==> src/rtl/control_logic_param_pkg.sv <==
// control_logic_param_pkg: opcodes, src2 codes, FSM states, decoded control bundle and field helpers
package cl_pkg;
    localparam logic [3:0] OP_NOP  = 4'h0;
    localparam logic [3:0] OP_ADD  = 4'h1;
    localparam logic [3:0] OP_ADDI = 4'h5;
    localparam logic [3:0] OP_SLL  = 4'h6;
    localparam logic [3:0] OP_SRL  = 4'h7;
    localparam logic [3:0] OP_MUL  = 4'h8;
    localparam logic [3:0] OP_JMP  = 4'h9;
    localparam logic [3:0] OP_BEQZ = 4'hA;
    localparam logic [3:0] OP_HALT = 4'hF;
    localparam logic [1:0] SRC2_REG   = 2'b00;
    localparam logic [1:0] SRC2_IMM   = 2'b01;
    localparam logic [1:0] SRC2_SHAMT = 2'b10;
    typedef enum logic [2:0] {S_FETCH, S_EXEC, S_FLUSH, S_MUL_WAIT, S_HALT} state_e;
    typedef struct packed {
        logic [1:0] src2;
        logic       reg_write;
        logic       rd_select;
        logic       alu_out_select;
        logic       is_mul;
        logic       is_jmp;
        logic       is_beqz;
        logic       is_halt;
        logic       illegal;
    } ctrl_t;
    function automatic int rd_lsb(int iw, int aw);
        return iw - 4 - aw;
    endfunction
    function automatic int rs1_lsb(int iw, int aw);
        return iw - 4 - 2 * aw;
    endfunction
    function automatic int rs2_lsb(int iw, int aw);
        return iw - 4 - 3 * aw;
    endfunction
endpackage

==> src/rtl/control_logic_param_if.sv <==
// control_logic_param_if: imem fetch port plus decoded datapath controls
interface control_logic_param_if #(
    parameter int IW      = 16,
    parameter int PC_W    = 8,
    parameter int REG_AW  = 3,
    parameter int IMM_W   = 6,
    parameter int SHAMT_W = 3
);
    logic [PC_W-1:0]    instr_addr;
    logic [IW-1:0]      instr_in;
    logic               alu_zero_i;
    logic               pc_select;
    logic [PC_W-1:0]    jump_addr;
    logic [1:0]         src2_select;
    logic               alu_out_select;
    logic               reg_write;
    logic               rd_select;
    logic               mul_flag;
    logic [IMM_W-1:0]   imm_o;
    logic [SHAMT_W-1:0] shamt_o;
    logic [REG_AW-1:0]  rs1_o;
    logic [REG_AW-1:0]  rs2_o;
    logic [REG_AW-1:0]  rd_o;
    logic [3:0]         opcode_o;
    logic               halted_o;
    logic               illegal_o;
    modport master (
        output instr_addr, pc_select, jump_addr, src2_select, alu_out_select, reg_write,
               rd_select, mul_flag, imm_o, shamt_o, rs1_o, rs2_o, rd_o, opcode_o, halted_o, illegal_o,
        input  instr_in, alu_zero_i
    );
    modport slave (
        input  instr_addr, pc_select, jump_addr, src2_select, alu_out_select, reg_write,
               rd_select, mul_flag, imm_o, shamt_o, rs1_o, rs2_o, rd_o, opcode_o, halted_o, illegal_o,
        output instr_in, alu_zero_i
    );
endinterface

==> src/rtl/control_logic_param_decoder.sv <==
// cl_decoder: pure combinational opcode to control-bundle decode
module cl_decoder
    import cl_pkg::*;
(
    input  logic [3:0] opcode,
    output ctrl_t      ctrl
);
    logic alu;
    always_comb begin
        alu = opcode >= OP_ADD && opcode <= OP_SRL;
        ctrl.src2 = opcode == OP_ADDI ? SRC2_IMM :
                    (opcode == OP_SLL || opcode == OP_SRL) ? SRC2_SHAMT : SRC2_REG;
        ctrl.reg_write      = alu || opcode == OP_MUL;
        ctrl.rd_select      = alu || opcode == OP_MUL;
        ctrl.alu_out_select = opcode == OP_MUL;
        ctrl.is_mul         = opcode == OP_MUL;
        ctrl.is_jmp         = opcode == OP_JMP;
        ctrl.is_beqz        = opcode == OP_BEQZ;
        ctrl.is_halt        = opcode == OP_HALT;
        ctrl.illegal        = opcode > OP_BEQZ && opcode < OP_HALT;
    end
endmodule

==> src/rtl/control_logic_param.sv <==
// control_logic_param: PC, IR, fetch/exec FSM and multiplier wait counter around cl_decoder
module control_logic_param
    import cl_pkg::*;
#(
    parameter int IW      = 16,
    parameter int PC_W    = 8,
    parameter int REG_AW  = 3,
    parameter int IMM_W   = 6,
    parameter int SHAMT_W = 3,
    parameter int MUL_LAT = 3
) (
    input logic clk,
    input logic rst,
    control_logic_param_if.master bus
);
    localparam int CW      = $clog2(MUL_LAT + 1);
    localparam int RD_LSB  = rd_lsb(IW, REG_AW);
    localparam int RS1_LSB = rs1_lsb(IW, REG_AW);
    localparam int RS2_LSB = rs2_lsb(IW, REG_AW);
    state_e          state_q, state_d;
    logic [PC_W-1:0] pc_q, pc_d, exec_pc_q, exec_pc_d;
    logic [IW-1:0]   ir_q, ir_d, instr;
    logic [CW-1:0]   cnt_q, cnt_d;
    logic [PC_W-1:0] target;
    logic            exec, act, taken, mul_last;
    ctrl_t           dec;
    // while waiting on the multiplier, imem already shows the next instruction, so decode from IR
    assign instr = state_q == S_MUL_WAIT ? ir_q : bus.instr_in;
    cl_decoder u_dec (.opcode(instr[IW-1 -: 4]), .ctrl(dec));
    always_comb begin
        exec     = state_q == S_EXEC;
        act      = exec || state_q == S_MUL_WAIT;
        taken    = exec && (dec.is_jmp || (dec.is_beqz && bus.alu_zero_i));
        target   = dec.is_jmp ? instr[PC_W-1:0] : exec_pc_q + PC_W'($signed(instr[IMM_W-1:0]));
        mul_last = state_q == S_MUL_WAIT ? cnt_q == CW'(1) : MUL_LAT == 1;
    end
    always_ff @(posedge clk) begin
        if (rst) begin
            state_q   <= S_FETCH;
            pc_q      <= '0;
            exec_pc_q <= '0;
            ir_q      <= '0;
            cnt_q     <= '0;
        end else begin
            state_q   <= state_d;
            pc_q      <= pc_d;
            exec_pc_q <= exec_pc_d;
            ir_q      <= ir_d;
            cnt_q     <= cnt_d;
        end
    end
    always_comb begin
        state_d   = state_q;
        pc_d      = pc_q + PC_W'(1);
        exec_pc_d = pc_q;
        ir_d      = ir_q;
        cnt_d     = cnt_q;
        if (state_q == S_FETCH || state_q == S_FLUSH) begin
            state_d = S_EXEC;
        end else if (state_q == S_HALT) begin
            pc_d = pc_q;
        end else if (state_q == S_MUL_WAIT) begin
            cnt_d = cnt_q - CW'(1);
            pc_d  = mul_last ? pc_q + PC_W'(1) : pc_q;
            state_d = mul_last ? S_EXEC : S_MUL_WAIT;
        end else begin
            ir_d = bus.instr_in;
            if (taken) begin
                pc_d    = target;
                state_d = S_FLUSH;
            end else if (dec.is_halt) begin
                pc_d    = pc_q;
                state_d = S_HALT;
            end else if (dec.is_mul && MUL_LAT > 1) begin
                pc_d    = pc_q;
                cnt_d   = CW'(MUL_LAT - 1);
                state_d = S_MUL_WAIT;
            end
        end
    end
    always_comb begin
        bus.instr_addr     = pc_q;
        bus.pc_select      = taken;
        bus.jump_addr      = taken ? target : '0;
        bus.src2_select    = act ? dec.src2 : SRC2_REG;
        bus.reg_write      = act && dec.reg_write && (!dec.is_mul || mul_last);
        bus.alu_out_select = act && dec.alu_out_select && mul_last;
        bus.rd_select      = act && dec.rd_select;
        bus.mul_flag       = act && dec.is_mul;
        bus.imm_o          = act ? instr[IMM_W-1:0] : '0;
        bus.shamt_o        = act ? instr[SHAMT_W-1:0] : '0;
        bus.rd_o           = act ? instr[RD_LSB +: REG_AW] : '0;
        bus.rs1_o          = act ? instr[RS1_LSB +: REG_AW] : '0;
        bus.rs2_o          = act ? instr[RS2_LSB +: REG_AW] : '0;
        bus.opcode_o       = act ? instr[IW-1 -: 4] : '0;
        bus.halted_o       = state_q == S_HALT;
        bus.illegal_o      = exec && dec.illegal;
    end
endmodule

==> src/flat_wrapper.sv <==
// flat-port wrapper written by rule: the top's interface ports become plain ports
module control_logic_param_flat import cl_pkg::*;
#(
    parameter int IW      = 16,
    parameter int PC_W    = 8,
    parameter int REG_AW  = 3,
    parameter int IMM_W   = 6,
    parameter int SHAMT_W = 3,
    parameter int MUL_LAT = 3
)
  (clk, rst, bus_instr_addr, bus_pc_select, bus_jump_addr, bus_src2_select, bus_alu_out_select, bus_reg_write, bus_rd_select, bus_mul_flag, bus_imm_o, bus_shamt_o, bus_rs1_o, bus_rs2_o, bus_rd_o, bus_opcode_o, bus_halted_o, bus_illegal_o, bus_instr_in, bus_alu_zero_i);
  control_logic_param_if #(.IW(IW), .PC_W(PC_W), .REG_AW(REG_AW), .IMM_W(IMM_W), .SHAMT_W(SHAMT_W)) bus_i ();
  input logic clk;
  input logic rst;
  output wire logic [$bits(bus_i.instr_addr)-1:0] bus_instr_addr;
  output wire logic [$bits(bus_i.pc_select)-1:0] bus_pc_select;
  output wire logic [$bits(bus_i.jump_addr)-1:0] bus_jump_addr;
  output wire logic [$bits(bus_i.src2_select)-1:0] bus_src2_select;
  output wire logic [$bits(bus_i.alu_out_select)-1:0] bus_alu_out_select;
  output wire logic [$bits(bus_i.reg_write)-1:0] bus_reg_write;
  output wire logic [$bits(bus_i.rd_select)-1:0] bus_rd_select;
  output wire logic [$bits(bus_i.mul_flag)-1:0] bus_mul_flag;
  output wire logic [$bits(bus_i.imm_o)-1:0] bus_imm_o;
  output wire logic [$bits(bus_i.shamt_o)-1:0] bus_shamt_o;
  output wire logic [$bits(bus_i.rs1_o)-1:0] bus_rs1_o;
  output wire logic [$bits(bus_i.rs2_o)-1:0] bus_rs2_o;
  output wire logic [$bits(bus_i.rd_o)-1:0] bus_rd_o;
  output wire logic [$bits(bus_i.opcode_o)-1:0] bus_opcode_o;
  output wire logic [$bits(bus_i.halted_o)-1:0] bus_halted_o;
  output wire logic [$bits(bus_i.illegal_o)-1:0] bus_illegal_o;
  input wire logic [$bits(bus_i.instr_in)-1:0] bus_instr_in;
  input wire logic [$bits(bus_i.alu_zero_i)-1:0] bus_alu_zero_i;
  assign bus_instr_addr = bus_i.instr_addr;
  assign bus_pc_select = bus_i.pc_select;
  assign bus_jump_addr = bus_i.jump_addr;
  assign bus_src2_select = bus_i.src2_select;
  assign bus_alu_out_select = bus_i.alu_out_select;
  assign bus_reg_write = bus_i.reg_write;
  assign bus_rd_select = bus_i.rd_select;
  assign bus_mul_flag = bus_i.mul_flag;
  assign bus_imm_o = bus_i.imm_o;
  assign bus_shamt_o = bus_i.shamt_o;
  assign bus_rs1_o = bus_i.rs1_o;
  assign bus_rs2_o = bus_i.rs2_o;
  assign bus_rd_o = bus_i.rd_o;
  assign bus_opcode_o = bus_i.opcode_o;
  assign bus_halted_o = bus_i.halted_o;
  assign bus_illegal_o = bus_i.illegal_o;
  assign bus_i.instr_in = bus_instr_in;
  assign bus_i.alu_zero_i = bus_alu_zero_i;
  control_logic_param #(.IW(IW), .PC_W(PC_W), .REG_AW(REG_AW), .IMM_W(IMM_W), .SHAMT_W(SHAMT_W), .MUL_LAT(MUL_LAT)) u_core (.clk(clk), .rst(rst), .bus(bus_i));
endmodule
==> config.mk <==
export PLATFORM = sky130hd
export DESIGN_NAME = control_logic_param_flat
export DESIGN_NICKNAME = d
export VERILOG_FILES = /design/src/rtl/control_logic_param_pkg.sv /design/src/rtl/control_logic_param_if.sv /design/src/rtl/control_logic_param_decoder.sv /design/src/rtl/control_logic_param.sv /design/src/flat_wrapper.sv
export SDC_FILE = /design/constraint.sdc
export NUM_CORES = 1
export LEC_CHECK = 0
export ABC_AREA = 1
export BUFFER_PORTS_ARGS = -buffer_cell sky130_fd_sc_hd__buf_2
export CAP_MARGIN = 15
export CORE_MARGIN = 3
export CORE_UTILIZATION = 55
export DETAILED_ROUTE_END_ITERATION = 12
export PLACE_DENSITY = 0.82
export SLEW_MARGIN = 20
export SYNTH_ARGS = -nofsm -noshare
export SYNTH_HDL_FRONTEND = slang
export SYNTH_SLANG_ARGS = --single-unit
==> constraint.sdc <==
create_clock -name clk -period 4.1 [get_ports clk]
set_input_delay 0.205 -clock clk [delete_from_list [all_inputs] [get_ports clk]]
set_output_delay 0.205 -clock clk [all_outputs]
set_load 0.005 [all_outputs]
# == Word level (Yosys, flattened, before mapping) ==
# Cells that the tools add are included.
# totals
regBits,37
input_bits,19
out_inout_bits,47
word_cells,90
# op_classes
add_sub_neg,3
order_cmp,4
n_eq_ne,18
muxes,31
bitwise_logic,2
n_reduce_logical,26
# ops
op,count
$mux W8,9
$mux W3,8
$eq A4 B4 Y1 const B,4
$mux W16,1
$mux W2,8
$eq A4 B3 Y1 const B,3
$logic_and A1 B1 Y1,9
$add A8 B1 Y8 const B,1
$add A8 B8 Y8,1
$ne A4 B3 Y1 const B,2
$eq A3 B2 Y1 const B,2
$logic_or A1 B1 Y1,6
$mux W6,1
$reduce_and A2 Y1,3
$reduce_and A5 Y1,1
$reduce_bool A5 Y1,1
$ge A4 B1 Y1 const B,1
$gt A4 B4 Y1 const B,1
$le A4 B3 Y1 const B,1
$lt A4 B4 Y1 const B,1
$mux W4,1
$ne A2 B2 Y1 const B,2
$reduce_and A4 Y1,1
$reduce_bool A4 Y1,1
other kinds (12),15

# == Longest topological paths before layout ==
# Gate-level depths: netlist of the first run.
# logic_depth
depth_word,10
ltp_mapped,19
depth_no_buf,18

# == Hierarchy ==
# A second synthesis of the first run with hierarchy kept.
# hier_totals
hier_cells,411
hier_area_um2,2660.1
# by_module_without_submodules
module,n_inst,cells_per_inst,area_per_inst_um2
control_logic_param,1,388,2549.9
cl_decoder,1,23,110.1

# == Worst setup path before layout of the first run ==
# No wires, ideal clock.
# synth_timing
path_kind,reg2reg
from,register u_core.state_q[2]
to,"register u_core.pc_q[6], in the netlist u_core.bus.instr_addr[6]"
setup_time_ns,0.115
arrival_ns,2.413
required_ns,3.985
slack_ns,1.573
stages_incl_launch_ff,20
path_buffers,2
period_less_slack_ns,2.527
cell_sequence,dfxtp_1 > inv_2 > nand3_4 > buf_8 > buf_6 > nand2_1 > o21a_1 > inv_1 > ha_1 > inv_1 > fa_1 > nand3b_1 > nand2_1 > nand3_1 > nand2_1 > nand2_1 > a21oi_1 > nor2_2 > nor2_1 > nor2_1
# synth_between
elab_cells_between_ends,26
cone_classes,1 x add/sub; 12 x eq/ne; 7 x mux; 6 x reduce/logical
# synth_lines
item,line_no,text
start: declaration,control_logic_param.sv:20,"state_e state_q, state_d;"
start signal: assignment,control_logic_param.sv:45,state_q <= state_d;
$eq A3 B2 Y1,control_logic_param.sv:28,assign instr = state_q == S_MUL_WAIT ? ir_q : bus.instr_in;
$mux W16,control_logic_param.sv:28,
via u_core.instr[0],control_logic_param.sv:22,"logic [IW-1:0] ir_q, ir_d, instr;"
$add A8 B8 Y8,control_logic_param.sv:34,target = dec.is_jmp ? instr[PC_W-1:0] : exec_pc_q + PC_W'($signed(instr[IMM_W-1:0]));
$mux W8,control_logic_param.sv:34,
$mux W8,control_logic_param.sv:68,if (taken) begin
$mux W8,control_logic_param.sv:62,end else if (state_q == S_MUL_WAIT) begin
$mux W8,control_logic_param.sv:60,end else if (state_q == S_HALT) begin
$mux W8,control_logic_param.sv:58,if (state_q == S_FETCH || state_q == S_FLUSH) begin
end signal: assignment,control_logic_param.sv:46,pc_q <= pc_d;
end: declaration,control_logic_param.sv:21,"logic [PC_W-1:0] pc_q, pc_d, exec_pc_q, exec_pc_d;"
# The timed path passes the listed nets, and every way through them passes these cells. The select of a mux whose other input is x is not followed.
# A chain may end at the register's enable or synchronous reset.

# == Worst setup path in the final report of the first run ==
# layout_timing
from,register u_core.state_q[0]
to,output port bus_jump_addr[6]
# layout_between
elab_cells_between_ends,11
cone_classes,1 x add/sub; 4 x eq/ne; 3 x mux; 3 x reduce/logical
# layout_lines
item,line_no,text
$eq A3 B2 Y1,control_logic_param.sv:28,
$mux W16,control_logic_param.sv:28,
via u_core.instr[0],control_logic_param.sv:22,
$add A8 B8 Y8,control_logic_param.sv:34,
$mux W8,control_logic_param.sv:34,
$mux W8,control_logic_param.sv:84,bus.jump_addr = taken ? target : '0;
end: declaration,flat_wrapper.sv:17,output wire logic [$bits(bus_i.jump_addr)-1:0] bus_jump_addr;
# The timed path passes the listed nets, and every way through them passes these cells.

==> results.cfg, run 1 <==
[status]
outcome = completed

[logic_synthesis]
synth_area_leader_cell = dfxtp_1
synth_edf_count = 0
syn_inst = 425
async_flop_share_pct = 0
yosys_warnings = 0
synth.top_cell.area_share_pct = 26.9
yosys-top-cells-area = dfxtp_1, nand2_1, nor2_1
syn-mean-instance-area_um2 = 6.49
ys_seq_area_share_pct = 26.9
synth_nets = 455
ys_seq_elements = 37
synth_top_flop_cell = dfxtp_1
synth_area_mm2 = 0.00276
synth.distinct_cells = 41

[global_route]
antenna_found_initial = 0
grt_max_degree = 31
grt_pass1_wl_um = 11500
overflow = 0
track_usage_pct = 23.4
grt_pass1_vias = 2506

[timing]
rsz0062_at_grt = false
fmax_mhz = 303
setup_viol = 0
slew_headroom_pct = 49.7
period_share_pct = 80.6
slew_viol_final = 0
finalCriticalPeriod_ns = 3.30
hold_viol = 0
clock_skew_ns = 0.00485
fin_tns_setup_ns = 0
worst_pin_slew_ns = 0.752

[clock_network]
cts.sinks = 37
cts_root_buffer = clkbuf_8
post-cts-setup-buffer-count = 0
cts_tree = done
cts_buffer_depth = 2
ctsResizeCount = 0
cts_buffers = 5
path_clk_slew_ns = 0.07
clk_latency_ns = 0.29
holdBufCountCts = 0
htreeDepth = 2

[final_layout]
layout.nets = 506
fill_cells = 473
syn2layout_area_growth_pct = 12.5
antenna_cells = 0
layout-drive-gt1-share_pct = 20.5
mostFrequentLayoutCell = nand2_1
fin_cells = 544
final_cell_mix = nand2_1, nor2_1, inv_1

[route]
drt-total-wl_um = 6710
vias = 2812
drt-met1-wl_um = 3120
drt-initial-drc-count = 173
wl_met3_um = 528
avgRoutedWirePerCell_um = 12.3
drcViolationCount = 0
via_per_inst = 5.17
routed.top_layer = met4
first_pass_iters = 5
ant_nets = 0
wl_met2_um = 2970

[setup_path]
crit_required_ns = 3.89
cp-start-kind = flop
worstPathArrival_ns = 3.10
critPathCaptureType = output pin
cp_max_fo = 30
critPathKind = flop to output pin

[floorplanning]
boundaryPins = 66
core_area_mm2 = 0.00479
initial_core_util_pct = 57.6
dieArea_mm2 = 0.00590
num_rows = 25
die_y_um = 76.8
die_width_um = 76.8

[placement]
placed_cells = 536
gp_congestion = 0.900
port_buffers = 65
dp_hpwl_um = 5130

[power]
peakVddDrop_uv = 180
p_leak_nw = 1.75
power_density_mw_per_mm2 = 327

[flow_run]
drv_cap = 0

[min_path]
hold_path.class = input port to flop
==> cells in the mapped netlist (3+ instances only) <==
master and number:
o21a_1 3, nand2_2 10, xor2_1 4, nand2_1 84, nand3_1 14, nand2_4 4, o21ai_0 18, nor3_1 3
nor2_1 70, inv_1 66, a21oi_1 17, ha_1 10, mux2i_1 5, clkbuf_1 5, o211ai_1 7, nand4_1 10
buf_4 10, nor2_4 4, dfxtp_1 37, o21ai_1 17
==> sequential cells by signal, indices dropped and copies added, names as in the netlist <==
register	flops
u_core.state_q	3
u_core.cnt_q	2
u_core.ir_q	16
u_core.exec_pc_q	8
u_core.bus.instr_addr	8
==> kinds of logic after synthesis <==
group | share of synthesized area, %
flops | 26.9
compound gates | 14.4
mux | 1.81
buf+inv | 14.7
simple gates | 35.4
fa+ha+maj | 5.26
xor+xnor | 1.59
==> final timing paths <==
path | start | end | slack (ns) | cells past startpoint
setup / recovery | u_core.state_q[0] | bus_jump_addr[6] | 0.80 | 14
hold / removal | bus_instr_in[11] | u_core.ir_q[11] | 0.29 | 5
setup reg to reg | u_core.state_q[0] | u_core.bus.instr_addr[4] | 1.11 | 13
hold reg to reg | u_core.cnt_q[1] | u_core.cnt_q[1] | 0.47 | 2
==> metal layers <==
metal | vias to the layer above | global-route usage (%)
li1 | 1438 | -
met4 | 0 | 7.07
met1 | 1263 | 32.4
met5 | - | 0
met2 | 101 | 35.6
met3 | 10 | 5.99
==> worst max-delay path, stage by stage, from the launching register on <==
cell,delay [ns]
dfxtp_1,0.53
nand3_4,0.39
o21a_1,0.34
inv_1,0.08
ha_1,0.18
inv_1,0.06
fa_1,0.39
nand3b_1,0.17
nand2_1,0.11
nand3_1,0.10
nand2_1,0.07
nand2_1,0.04
a21oi_1,0.15
nor2_2,0.07
buf_2,0.12
==> final cells by class <==
cell class / count / area, µm² / share of cell area [%]
clock buffers: 8 / 80.1 / 2.58
repair buffers: 65 / 325 / 10.5
inverters: 69 / 259 / 8.35
flip-flops and latches: 37 / 741 / 23.9
multi-input cells: 298 / 1610 / 52.0
well taps: 67 / 83.8 / 2.70
==> power by group <==
group,switching [mW],internal (mW)
registers,0.0338,0.401
logic,0.208,0.124
clock network,0.128,0.121
==> through the flow <==
stage	hold WS (ns)	instance area [µm²]	utilization (%)	power, mW	worst slack (ns)
after floorplan	0.425	2760	-	0.683	1.57
after global placement	0.451	3020	63.1	0.759	1.22
after detailed placement	0.464	3020	63.1	0.770	1.14
final	0.287	3100	64.8	1.01	0.795
after CTS	0.282	3100	64.8	1.02	0.810
after global routing	0.301	3100	64.8	1.09	0.533
Note: power is estimated with default switching activity, not from simulation.
==> inputs of run 2 (changes only) <==
ABC_AREA = 0   (was 1)
CORE_UTILIZATION = 53   (was 55)
PLACE_DENSITY = 0.8   (was 0.82)
clock period = 3.1 ns   (was 4.1 ns; I/O delays follow)
==> results.cfg, run 2 <==
[final_layout]
fin_area_mm2 = 0.00301
multi_input_area_mm2 = 0.00161
fin_cells = 439
syn2layout_area_growth_pct = 21.1
layout-drive-gt1-share_pct = 25.6
fill_cells = 389
antenna_cells = 0
final_cell_mix = buf_2, nor2_1, nand2_1
regArea_um2 = 741
post-route-util_pct = 67.8
mostFrequentLayoutCell = buf_2
largest_reg_flops = 16
layout.nets = 417
regMostFlops = u_core.ir_q

[clock_network]
cts_buffers = 5
htreeDepth = 2
path_clk_slew_ns = 0.07
cts.sinks = 37
cts_buffer_depth = 2
clk_latency_ns = 0.28
cts_tree = done
cts_root_buffer = clkbuf_8
holdBufCountCts = 0

[setup_path]
critPathKind = flop to output pin
worstPathArrival_ns = 2.78
r2r_end = u_core.bus.instr_addr[7]
r2r.worst_path.cells = 12
cp-start-kind = flop
crit_required_ns = 2.94
reg2reg_from = u_core.state_q[2]
reg2reg_slack_ns = 0.43
critPathCaptureType = output pin
cp_max_fo = 4

[route]
drt-total-wl_um = 6350
drt-initial-drc-count = 158
vias = 2496
via_per_inst = 5.69
first_pass_iters = 4
ant_nets = 0
drcViolationCount = 0
avgRoutedWirePerCell_um = 14.5

[timing]
slew_headroom_pct = 53.7
setup_viol = 0
fmax_mhz = 341
timing.hold.ws_ns = 0.126
finalCriticalPeriod_ns = 2.94
period_share_pct = 94.7
slew_viol_final = 0
clock_skew_ns = 0.00335
fin_tns_setup_ns = 0
hold_viol = 0
worst_pin_slew_ns = 0.693

[placement]
placed_cell_area_mm2 = 0.00281
placed_cells = 428
gp_congestion = 0.978
dp_hpwl_um = 4630
port_buffers = 65

[global_route]
grt_max_degree = 38
overflow = 0
grt_pass1_vias = 2271
antenna_found_initial = 0
track_usage_pct = 22.9
grt_pass1_wl_um = 10100

[min_path]
min_to = u_core.ir_q[8]
min_from = bus_instr_in[8]
hold_path.class = input port to flop
holdPathStages = 3

[logic_synthesis]
ys_seq_elements = 37
yosys-top-cells-area = dfxtp_1, mux2i_1, nor2_1
synth_top_flop_cell = dfxtp_1
ys_seq_area_share_pct = 29.8
synth.most_common_cell = nor2_1
synth.distinct_cells = 48
syn-mean-instance-area_um2 = 7.61
synth_edf_count = 0
synth_area_mm2 = 0.00249
async_flop_share_pct = 0
yosys_warnings = 0
synth_nets = 357
synth.top_cell.area_share_pct = 29.8
synth_area_leader_cell = dfxtp_1
syn_inst = 327
synth.top_cells.by_count = nor2_1, nand2_1, dfxtp_1

[power]
peakVddDrop_uv = 281
p_leak_nw = 1.42
power_density_mw_per_mm2 = 377

[floorplanning]
initial_core_util_pct = 56.0
die_width_um = 74.5
die_y_um = 74.5
num_rows = 24
dieArea_mm2 = 0.00555
boundaryPins = 66
core_area_mm2 = 0.00444

[flow_run]
drv_cap = 0

[status]
outcome = completed
==> run 2: changes by cell type after synthesis, sizes merged, moves of 9 or more <==
cell    delta
a21oi      +9
nor2      -34
a211oi     +9
o21ai     -23
nor2b     +11
nand2     -59
nand4     -10
mux2i     +13
inv       -53
==> run 2: final cells by class <==
type	count	area share, %
inverter	16	2.41
tap	52	2.16
timing repair buffer	78	14.6
clock buffer	7	2.86
multi-input combinational	249	53.4
sequential	37	24.6
==> run 2: how the worst max path moves through the flow <==
| stage | end | slack [ns] | cells past startpoint | from |
|---|---|---|---|---|
| 2_1_floorplan | bus_jump_addr[6] | 0.38 | 13 | u_core.state_q[2] |
| 5_1_grt | bus_jump_addr[7] | -0.004 | 13 | u_core.state_q[2] |
| 3_5_place_dp | bus_jump_addr[6] | 0.26 | 13 | u_core.state_q[2] |
| 4_1_cts | bus_jump_addr[6] | 0.03 | 13 | u_core.state_q[2] |
| 3_3_place_gp | bus_jump_addr[6] | 0.35 | 13 | u_core.state_q[2] |
| 6_report | bus_jump_addr[6] | 0.16 | 14 | u_core.state_q[2] |
==> run 2: layer usage <==
| layer | vias up | track usage, % | routed length (µm) |
|---|---|---|---|
| li1 | 1249 | - | - |
| met1 | 1167 | 28.4 | 2730 |
| met2 | 74 | 40.0 | 3200 |
| met3 | 6 | 4.73 | 376 |
| met4 | 0 | 6.72 | 42 |
| met5 | - | 0 | 0 |
==> run 2: worst max-delay path: stages, from the launching register on <==
cell and delay [ns]:
dfxtp_1 0.31, nand3b_1 0.16, buf_6 0.15, mux2i_2 0.16, inv_2 0.08, ha_4 0.14, inv_1 0.05, fa_2 0.35
nand2b_4 0.16, a21oi_2 0.13, o21ai_0 0.10, nor4b_1 0.15, or3_1 0.38, inv_1 0.08, buf_2 0.10
==> run 2: cell families after synthesis <==
| family | after synthesis | share of synthesized area, % |
|---|---|---|
| flip-flops | 37 | 29.8 |
| AO/OA/AOI/OAI | 75 | 19.3 |
| buffers and inverters | 41 | 8.40 |
| adder cells (fa/ha/maj) | 11 | 5.83 |
| AND/OR/NAND/NOR | 137 | 26.5 |
| multiplexers | 19 | 7.69 |
| XOR/XNOR | 7 | 2.46 |
==> run 2: power by group <==
| group | switching (mW) | internal [mW] | leakage, nW | total (mW) |
|---|---|---|---|---|
| registers | 0.0255 | 0.505 | 0.303 | 0.530 |
| logic | 0.151 | 0.121 | 1.07 | 0.272 |
| clock network | 0.158 | 0.176 | 0.0443 | 0.334 |
==> run 2: metrics by stage <==
stage	worst slack (ns)	power [mW]
floorplan	0.384	0.711
global placement	0.348	0.783
detailed placement	0.262	0.793
CTS	0.0320	1.13
global route	-0.00423	1.20
finish	0.164	1.14
==> run 2: repair_timing <==
item	CTS	global route
pin swaps	0	2
endpoints found under the hold margin	0	0
resized for setup	3	17
cloned	0	0
setup endpoints to repair	1	3
setup buffers	1	3
==> inputs of run 3 (changes only) <==
ABC_AREA = 1   (was 0)
CORE_UTILIZATION = 54   (was 53)
==> results.cfg, run 3 (synthesis results as in run 1) <==
[timing]
fin_tns_setup_ns = 0
clock_skew_ns = 0.00860
finalCriticalPeriod_ns = 2.82
period_share_pct = 90.9
hold_viol = 0
rsz0062_at_grt = false
worst_pin_slew_ns = 0.717
slew_headroom_pct = 52.2
slew_viol_final = 0
fmax_mhz = 355
setup_viol = 0

[global_route]
overflow = 0
antenna_found_initial = 0
grt_pass1_vias = 2579
grt_pass1_wl_um = 11800
grt_max_degree = 23
track_usage_pct = 24.0

[setup_path]
crit_required_ns = 2.94
crit_chain = inv_2 > nand3_4 > nand2_1 > o21a_1 > inv_1 > ha_1 > inv_1 > fa_1 > nand3b_1 > nand2_1 > nand3_1 > nand2_1 > nand2_1 > a21oi_1 > nor2_2 > buf_2
path_buf_inv = 4
crit_family = simple AND/OR/NAND/NOR gates
critPathCaptureType = output pin
critPathKind = flop to output pin
worstPathArrival_ns = 2.66
cp_max_fo = 7
cp-start-kind = flop
cp_slowest_cell = dfxtp_2
max_stage_delay_ns = 0.41
timing.critical_path.mode_cell = nand2_1

[power]
power_density_mw_per_mm2 = 477
p_leak_nw = 1.80
peakVddDrop_uv = 389

[route]
drt-total-wl_um = 6970
vias = 2854
avgRoutedWirePerCell_um = 12.7
ant_nets = 0
first_pass_iters = 4
drcViolationCount = 0
via_per_inst = 5.19
drt-initial-drc-count = 266

[clock_network]
cts_tree = done
cts.sinks = 37
cts_buffer_depth = 2
clk_latency_ns = 0.30
cts_buffers = 5
htreeDepth = 2
path_clk_slew_ns = 0.07
cts_root_buffer = clkbuf_8

[status]
outcome = completed

[flow_run]
drv_cap = 0

[floorplanning]
die_y_um = 77.5
num_rows = 25
initial_core_util_pct = 57.2
boundaryPins = 66
dieArea_mm2 = 0.00600
die_width_um = 77.5
core_area_mm2 = 0.00482

[placement]
dp_hpwl_um = 5230
gp_congestion = 0.924
port_buffers = 65

[final_layout]
layout.nets = 512
antenna_cells = 0
layout-drive-gt1-share_pct = 22.8
fill_cells = 457
syn2layout_area_growth_pct = 16.3
largest_reg_flops = 16
mostFrequentLayoutCell = nand2_1
post-route-util_pct = 66.6
final_cell_mix = nand2_1, nor2_1, inv_1
regMostFlops = u_core.ir_q

[min_path]
hold_path.class = input port to flop
[run 3: cell types whose count changed in the layout (fill, tap and decap cells not counted), moves of 10 or more]
cell     before  now
o21ai_1       3   17
nand4_1       0   10
nand2_1      40   84
nor2_1       43   70
inv_1        14   66
nor2b_1      11    0
nand2_2       0   10
[run 3: timing repair]
item | CTS | global route
resized for setup | 0 | 4
hold buffers | 0 | 0
setup endpoints to repair | 0 | 2
setup buffers | 0 | 3
hold endpoints to repair | 0 | 0
[run 3: worst paths after layout]
check,start,endpoint,slack (ns),cells past startpoint
worst max-delay path,u_core.state_q[2],bus_jump_addr[6],0.28,16
worst min register to register,u_core.cnt_q[1],u_core.cnt_q[1],0.48,2
worst max register to register,u_core.state_q[2],u_core.bus.instr_addr[6],0.63,17
worst min-delay path,bus_instr_in[11],u_core.ir_q[11],0.22,5
[run 3: per-stage QoR]
| stage | hold WS [ns] | std cells | setup slack, ns | area [µm²] | total power [mW] |
|---|---|---|---|---|---|
| floorplan | 0.375 | 425 | 0.573 | 2760 | 0.904 |
| global placement | 0.453 | 539 | 0.533 | 3040 | 1.01 |
| detailed placement | 0.460 | 539 | 0.429 | 3040 | 1.02 |
| CTS | 0.213 | 547 | 0.0903 | 3180 | 1.53 |
| global route | 0.247 | 550 | 0.0528 | 3210 | 1.62 |
| finish | 0.219 | 550 | 0.282 | 3210 | 1.53 |
[run 3: where the power goes]
part	total, mW	switching, mW	internal, mW
clock	0.506	0.186	0.320
combinational	0.446	0.277	0.169
sequential	0.578	0.0473	0.531
[run 3: cell type report]
class	count	area [µm²]	area share (%)
repair buffers	71	370	11.5
inverters	69	259	8.08
clock inverters	3	65.1	2.03
flip-flops and latches	37	747	23.3
well taps	67	83.8	2.61
clock buffers	5	68.8	2.15
multi-input cells	298	1610	50.3
[run 3: tightest hold or removal path: cells and delay by family]
kind                   cells  cell delay (ns)
buffers and inverters      2             0.13
multiplexers               1             0.07
AO/OA/AOI/OAI              1             0.07
AND/OR/NAND/NOR            1             0.06
[run 3: metal layers]
metal	GRT usage [%]	vias up	wire [µm]
met2	37.3	108	3070
met5	0	-	0
met1	33.5	1287	3300
met3	5.10	8	514
met4	6.58	0	80
li1	-	1451	-
